===== config.mk =====
export PLATFORM = sky130hd
export DESIGN_NAME = sig_compactor
export DESIGN_NICKNAME = d
export VERILOG_FILES = /design/src/rtl/sig_pkg.sv /design/src/rtl/sig_compactor.sv
export SDC_FILE = /design/constraint.sdc
export NUM_CORES = 1
export LEC_CHECK = 0
export CORE_UTILIZATION = 40
export CTS_CLUSTER_DIAMETER = 80
export DETAILED_ROUTE_END_ITERATION = 6
export GPL_ROUTABILITY_DRIVEN = 0
export GPL_TIMING_DRIVEN = 0
export MAX_ROUTING_LAYER = met4
export PLACE_DENSITY = 0.75
export SLEW_MARGIN = 10
export SYNTH_ARGS = -nofsm -noshare
export SYNTH_HDL_FRONTEND = slang
export SYNTH_SLANG_ARGS = --single-unit
export TNS_END_PERCENT = 20

===== constraint.sdc =====
create_clock -name clk -period 1.9 [get_ports clk]
set_clock_uncertainty 0.2 [all_clocks]
set_input_delay 0.38 -clock clk [delete_from_list [all_inputs] [get_ports clk]]
set_output_delay 0.38 -clock clk [all_outputs]
set_load 0.02 [all_outputs]

===== src/rtl/sig_pkg.sv =====
// Shared types and constants for the self-test signature checker.
package sig_pkg;

  localparam int unsigned STIM_W  = 8;
  localparam int unsigned SIG_W   = 16;
  localparam int unsigned LAT_W   = 2;
  localparam int unsigned PHASE_W = 9;
  localparam logic [STIM_W-1:0] STIM_FULL = 8'hFF;

  typedef enum logic [1:0] {
    STATE_IDLE  = 2'd0,
    STATE_RUN   = 2'd1,
    STATE_FLUSH = 2'd2,
    STATE_DONE  = 2'd3
  } state_e;

  // One compaction step: scramble, add into the low byte, rotate left by one.
  function automatic logic [SIG_W-1:0] compact_step(input logic [SIG_W-1:0]  acc,
                                                    input logic [STIM_W-1:0] seed,
                                                    input logic [STIM_W-1:0] resp);
    logic [STIM_W-1:0] add;
    add = acc[7:0] + (seed ^ resp);
    return {acc[14:8], add, acc[15]};
  endfunction

endpackage


===== src/rtl/sig_compactor.sv =====
// Signature accumulator: cleared by init, folds one response per enabled cycle.
module sig_compactor
  import sig_pkg::*;
(
  input  logic              clk,
  input  logic              clear,
  input  logic              init,
  input  logic              en,
  input  logic [STIM_W-1:0] seed,
  input  logic [STIM_W-1:0] resp,
  output logic [SIG_W-1:0]  sig
);

  logic [SIG_W-1:0] sig_q, sig_d;

  always_comb begin
    sig_d = sig_q;
    if (init) begin
      sig_d = '0;
    end else if (en) begin
      sig_d = compact_step(sig_q, seed, resp);
    end
  end

  always_ff @(posedge clk or negedge clear) begin
    if (!clear) begin
      sig_q <= '0;
    end else begin
      sig_q <= sig_d;
    end
  end

  assign sig = sig_q;

endmodule


Yosys cells after proc, flatten, opt, wreduce, memory -nomap -nowiden
Cells that the tools add are included.
{"block": "word_totals", "reg_bits": 16, "in_bits": 20, "out_inout_bits": 16}
{"block": "classes", "n_addsub": 1, "n_mux": 2, "bitwise": 1, "reduce_logical": 1}
{"op": "2-to-1 mux 16 bit", "n": 2}
{"op": "adder 8 bit", "n": 1}
{"op": "bitwise XOR 8 bit", "n": 1}
{"op": "nonzero test 2 bit", "n": 1}

Depth between registers and ports, before layout
{"block": "logic_depth", "ltp_word": 4, "mapped_depth": 8}

Worst setup path before layout
Ideal clock, no wire load.
{"block": "synth_path", "path_type": "input port to flip-flop", "from": "input resp[0]", "to": "register sig_q[5], in the netlist sig[5]", "setup_ns": 0.122, "t_arrival_ns": 1.724, "t_required_ns": 1.578, "slack_ns": -0.145, "stages": 8, "path_cell_list": "xor2_1 ha_1 inv_1 fa_1 nor2b_1 o21a_1 or3_1 a32o_1"}
{"block": "synth_via", "elab_chain_len": 4}
{"item": "from (decl)", "line_no": "sig_compactor.sv:10", "source": "input logic [STIM_W-1:0] resp,"}
{"item": "bitwise XOR 8 bit", "line_no": "sig_pkg.sv:22", "source": "add = acc[7:0] + (seed ^ resp);"}
{"item": "adder 8 bit", "line_no": "sig_pkg.sv:22"}
{"item": "2-to-1 mux 16 bit", "line_no": "sig_compactor.sv:20", "source": "end else if (en) begin"}
{"item": "2-to-1 mux 16 bit", "line_no": "sig_compactor.sv:18", "source": "if (init) begin"}
{"item": "to (signal assigned)", "line_no": "sig_compactor.sv:29", "source": "sig_q <= sig_d;"}
{"item": "to (decl)", "line_no": "sig_compactor.sv:14", "source": "logic [SIG_W-1:0] sig_q, sig_d;"}
Every way passes these cells. The select of a mux whose other input is x is not followed.
A chain may end at the register's enable or synchronous reset.

Worst setup path after layout
{"block": "layout_path", "from": "register sig_q[0], in the netlist sig[0]", "to": "register sig_q[5], in the netlist sig[5]"}
{"block": "layout_via", "elab_chain_len": 3}
{"item": "adder 8 bit", "line_no": "sig_pkg.sv:22"}
{"item": "2-to-1 mux 16 bit", "line_no": "sig_compactor.sv:20"}
{"item": "2-to-1 mux 16 bit", "line_no": "sig_compactor.sv:18"}
Every way passes these cells. The select of a mux whose other input is x is not followed.

==> results.tsv <==
stage	metric	value	unit
die	io pins	36	
outcome	failing checks	setup timing	
synth	post-synthesis sequential area ratio	38.0	%
synth	Syn Nets	134	
setup_path	Worst setup SP type	register	
global_route	vias in the first global route	898	
outcome	status	complete, but fails checks	
cells_and_area	FILL cells	207	
setup_path	CP cell instances	ha_2 > inv_2 > fa_2 > nor2b_2 > o21a_1 > or3_1 > a32o_1	
detailed_routing	Avg WL per Cell	13.5	µm
timing	Worst-Margin Slew	0.707	ns
detailed_routing	Post-Route WL	2470	µm
die	initial core utilization	42.5	%
global_route	Total GRT Usage	19.1	%
cts	clk buf depth	2	
detailed_routing	routed vias	955	
cells_and_area	most frequent cells in the layout	dfrtp_1 (16), nor2_1 (14), dlymetal6s2s_1 (14), mux2i_1 (11), clkdlybuf4s50_1 (10)	
synth	synthesized cell area	1050	µm²
timing	Final WS setup	-0.0785	ns
timing	setup TNS	-0.0859	ns
cts	Root Buffer	clkbuf_4	
die	Die Wd	53.3	µm
synth	EDFF count, synth	0	
cells_and_area	final net count	183	
power_and_ir_drop	Pleak	0.954	nW
setup_path	FF-to-FF path depth	7	
cts	CTS clk-pin slew, worst paths	0.10	ns
die	Core Region	2480	µm²
synth	Yosys warning total	0	
setup_path	crit path max fanout	3	
timing	Pins Over Slew Limit	0	
power_and_ir_drop	VDD IR max	0.000700	V
timing	RSZ-0062 raised after global routing	yes	
cells_and_area	max FFs per register	16	
cells_and_area	Post-Route Utilization	65.1	%
die	Rows	18	
detailed_routing	Final ANT Viol Nets	0	
synth	flops & latches, synth	16	
min_path	Hold Crit Class	in2async	
placement	dpl ws	-0.696	ns
cells_and_area	# diodes	0	
detailed_routing	DRT Pass-1 Iters	4	
global_route	initial antenna violation count	0	
job	MaxCap Viol Count	0	
placement	Detail Placement HPWL	1760	µm
cts	cts hold-fix bufs	0	
synth	post-synthesis area per instance	10.0	µm²
setup_path	WP data arrival	1.97	ns
synth	Syn Inst Count	105	
cells_and_area	Area growth, synth to finish	53.2	%
detailed_routing	Via density	5.22	
cts	CTS tree	done	
setup_path	WS Path Type	reg2reg	
cells_and_area	commonest non-fill, non-tap cell in the layout	dfrtp_1	
global_route	GRT Residual Overflow	0	
cells_and_area	Final Instance Area	1610	µm²
timing	Fin. Hold Viols	0	
timing	Setup Viol. Count Final	2	
cts	H-tree Lvls	1	
cts	number of buffers created by CTS	3	
global_route	first-pass GRT wire length	3800	µm
synth	Synth cell types	32	
timing	Rel. slew slack	52.7	%
timing	period utilization	104	%
die	Die ar.	2840	µm²
timing	Peak Freq	505	MHz
detailed_routing	initial DRC count	23	
die	Die Ht	53.3	µm
setup_path	max incr delay on CP	0.39	ns
cts	clock sink count	16	
timing	min cycle time layout	1.98	ns
power_and_ir_drop	Power Dens Cells	614	nW/µm²
setup_path	Crit-path slowest cell	dfrtp_1	
placement	Post-Place Cell Area	1450	µm²
cts	Clk Latency, worst-skew pair	0.29	ns
synth	Synth Flop Type	dfrtp_1	
cells_and_area	share of layout cells above drive strength 1	21.6	%
global_route	largest net degree at the start of global routing	17	
setup_path	CP Data Required Time	1.89	ns
synth	fraction of registers with async set/reset	100	%
setup_path	CP endpoint kind	register	
detailed_routing	DRC Markers	0	
placement	# port buffers	35	
==> critical path, delay by kind of cell, from the launching register on <==
| kind | cells | cell delay (ns) |
|---|---|---|
| adder cells (fa/ha/maj) | 2 | 0.40 |
| AO/OA/AOI/OAI | 2 | 0.46 |
| AND/OR/NAND/NOR | 2 | 0.36 |
| buffers and inverters | 1 | 0.06 |
| flip-flops | 1 | 0.39 |
==> synthesized netlist by cell type (all sizes together) (2+ instances only) <==
cell,instances,area (µm²)
dfrtp,16,400
nor2,14,52.6
mux2i,11,110
ha,8,100
xor2,7,61.3
a21oi,6,30.0
inv,5,18.8
nand2,4,15.0
o21ai,4,20.0
nor2b,3,18.8
o21a,3,22.5
buf,2,12.5
clkbuf,2,7.51
o211ai,2,15.0
o311ai,2,17.5
==> cells by family (layout without fill, tap and decap cells) <==
logic type / Yosys count / count (layout) / share of synthesized area (%)
flops: 16 / 16 / 38.0
compound gates: 21 / 21 / 13.1
fa+ha+maj: 9 / 9 / 11.4
xor+xnor: 9 / 9 / 8.92
buf+inv: 9 / 57 / 3.69
simple gates: 30 / 30 / 14.4
mux: 11 / 11 / 10.5
==> report_power, final <==
part / internal (mW) / switching (mW) / leakage [nW] / total [mW]
clock: 0.117 / 0.113 / 0.0210 / 0.230
sequential: 0.365 / 0.0195 / 0.218 / 0.384
combinational: 0.183 / 0.192 / 0.715 / 0.376
total: 0.665 / 0.325 / 0.954 / 0.990
==> layout make-up <==
cell class,instances,area [µm²],area share (%)
Multi-Input combinational cell,80,666,41.3
Clock buffer,4,36.3,2.25
Sequential cell,16,400,24.8
Buffer,4,20.0,1.24
Timing Repair Buffer,44,433,26.9
Inverter,5,18.8,1.16
Tap cell,30,37.5,2.33
==> metal layers <==
| layer | global-route usage [%] | wire length (µm) | vias to the layer above |
|---|---|---|---|
| met4 | 4.39 | 9 | 0 |
| met5 | - | 0 | - |
| li1 | - | - | 465 |
| met3 | 6.32 | 159 | 2 |
| met1 | 21.8 | 1080 | 448 |
| met2 | 32.1 | 1220 | 40 |
==> stage by stage <==
stage          total power [mW]  hold slack, ns  instances
2_1_floorplan             0.587          -0.116        105
3_3_place_gp              0.715           0.313        170
3_5_place_dp              0.724           0.322        170
4_1_cts                   0.971           0.326        181
5_1_grt                    1.05           0.350        183
6_report                  0.990           0.299        183
==> final timing paths <==
path / startpoint / to / slack [ns]
worst max-delay path: sig[0] / sig[5] / -0.08
worst min-delay path: clear / sig[4] / 0.30
worst max register to register: sig[0] / sig[5] / -0.08
worst min register to register: sig[5] / sig[5] / 0.34
max in group asynchronous: clear / sig[0] / 0.74
min in group clk: sig[5] / sig[5] / 0.34
==> repair_timing <==
action,CTS,global route
endpoints found under the setup margin,10,15
resized for setup,22,26
setup buffers,7,2
pin swaps,17,21
Note: power is estimated with default switching activity, not from simulation.
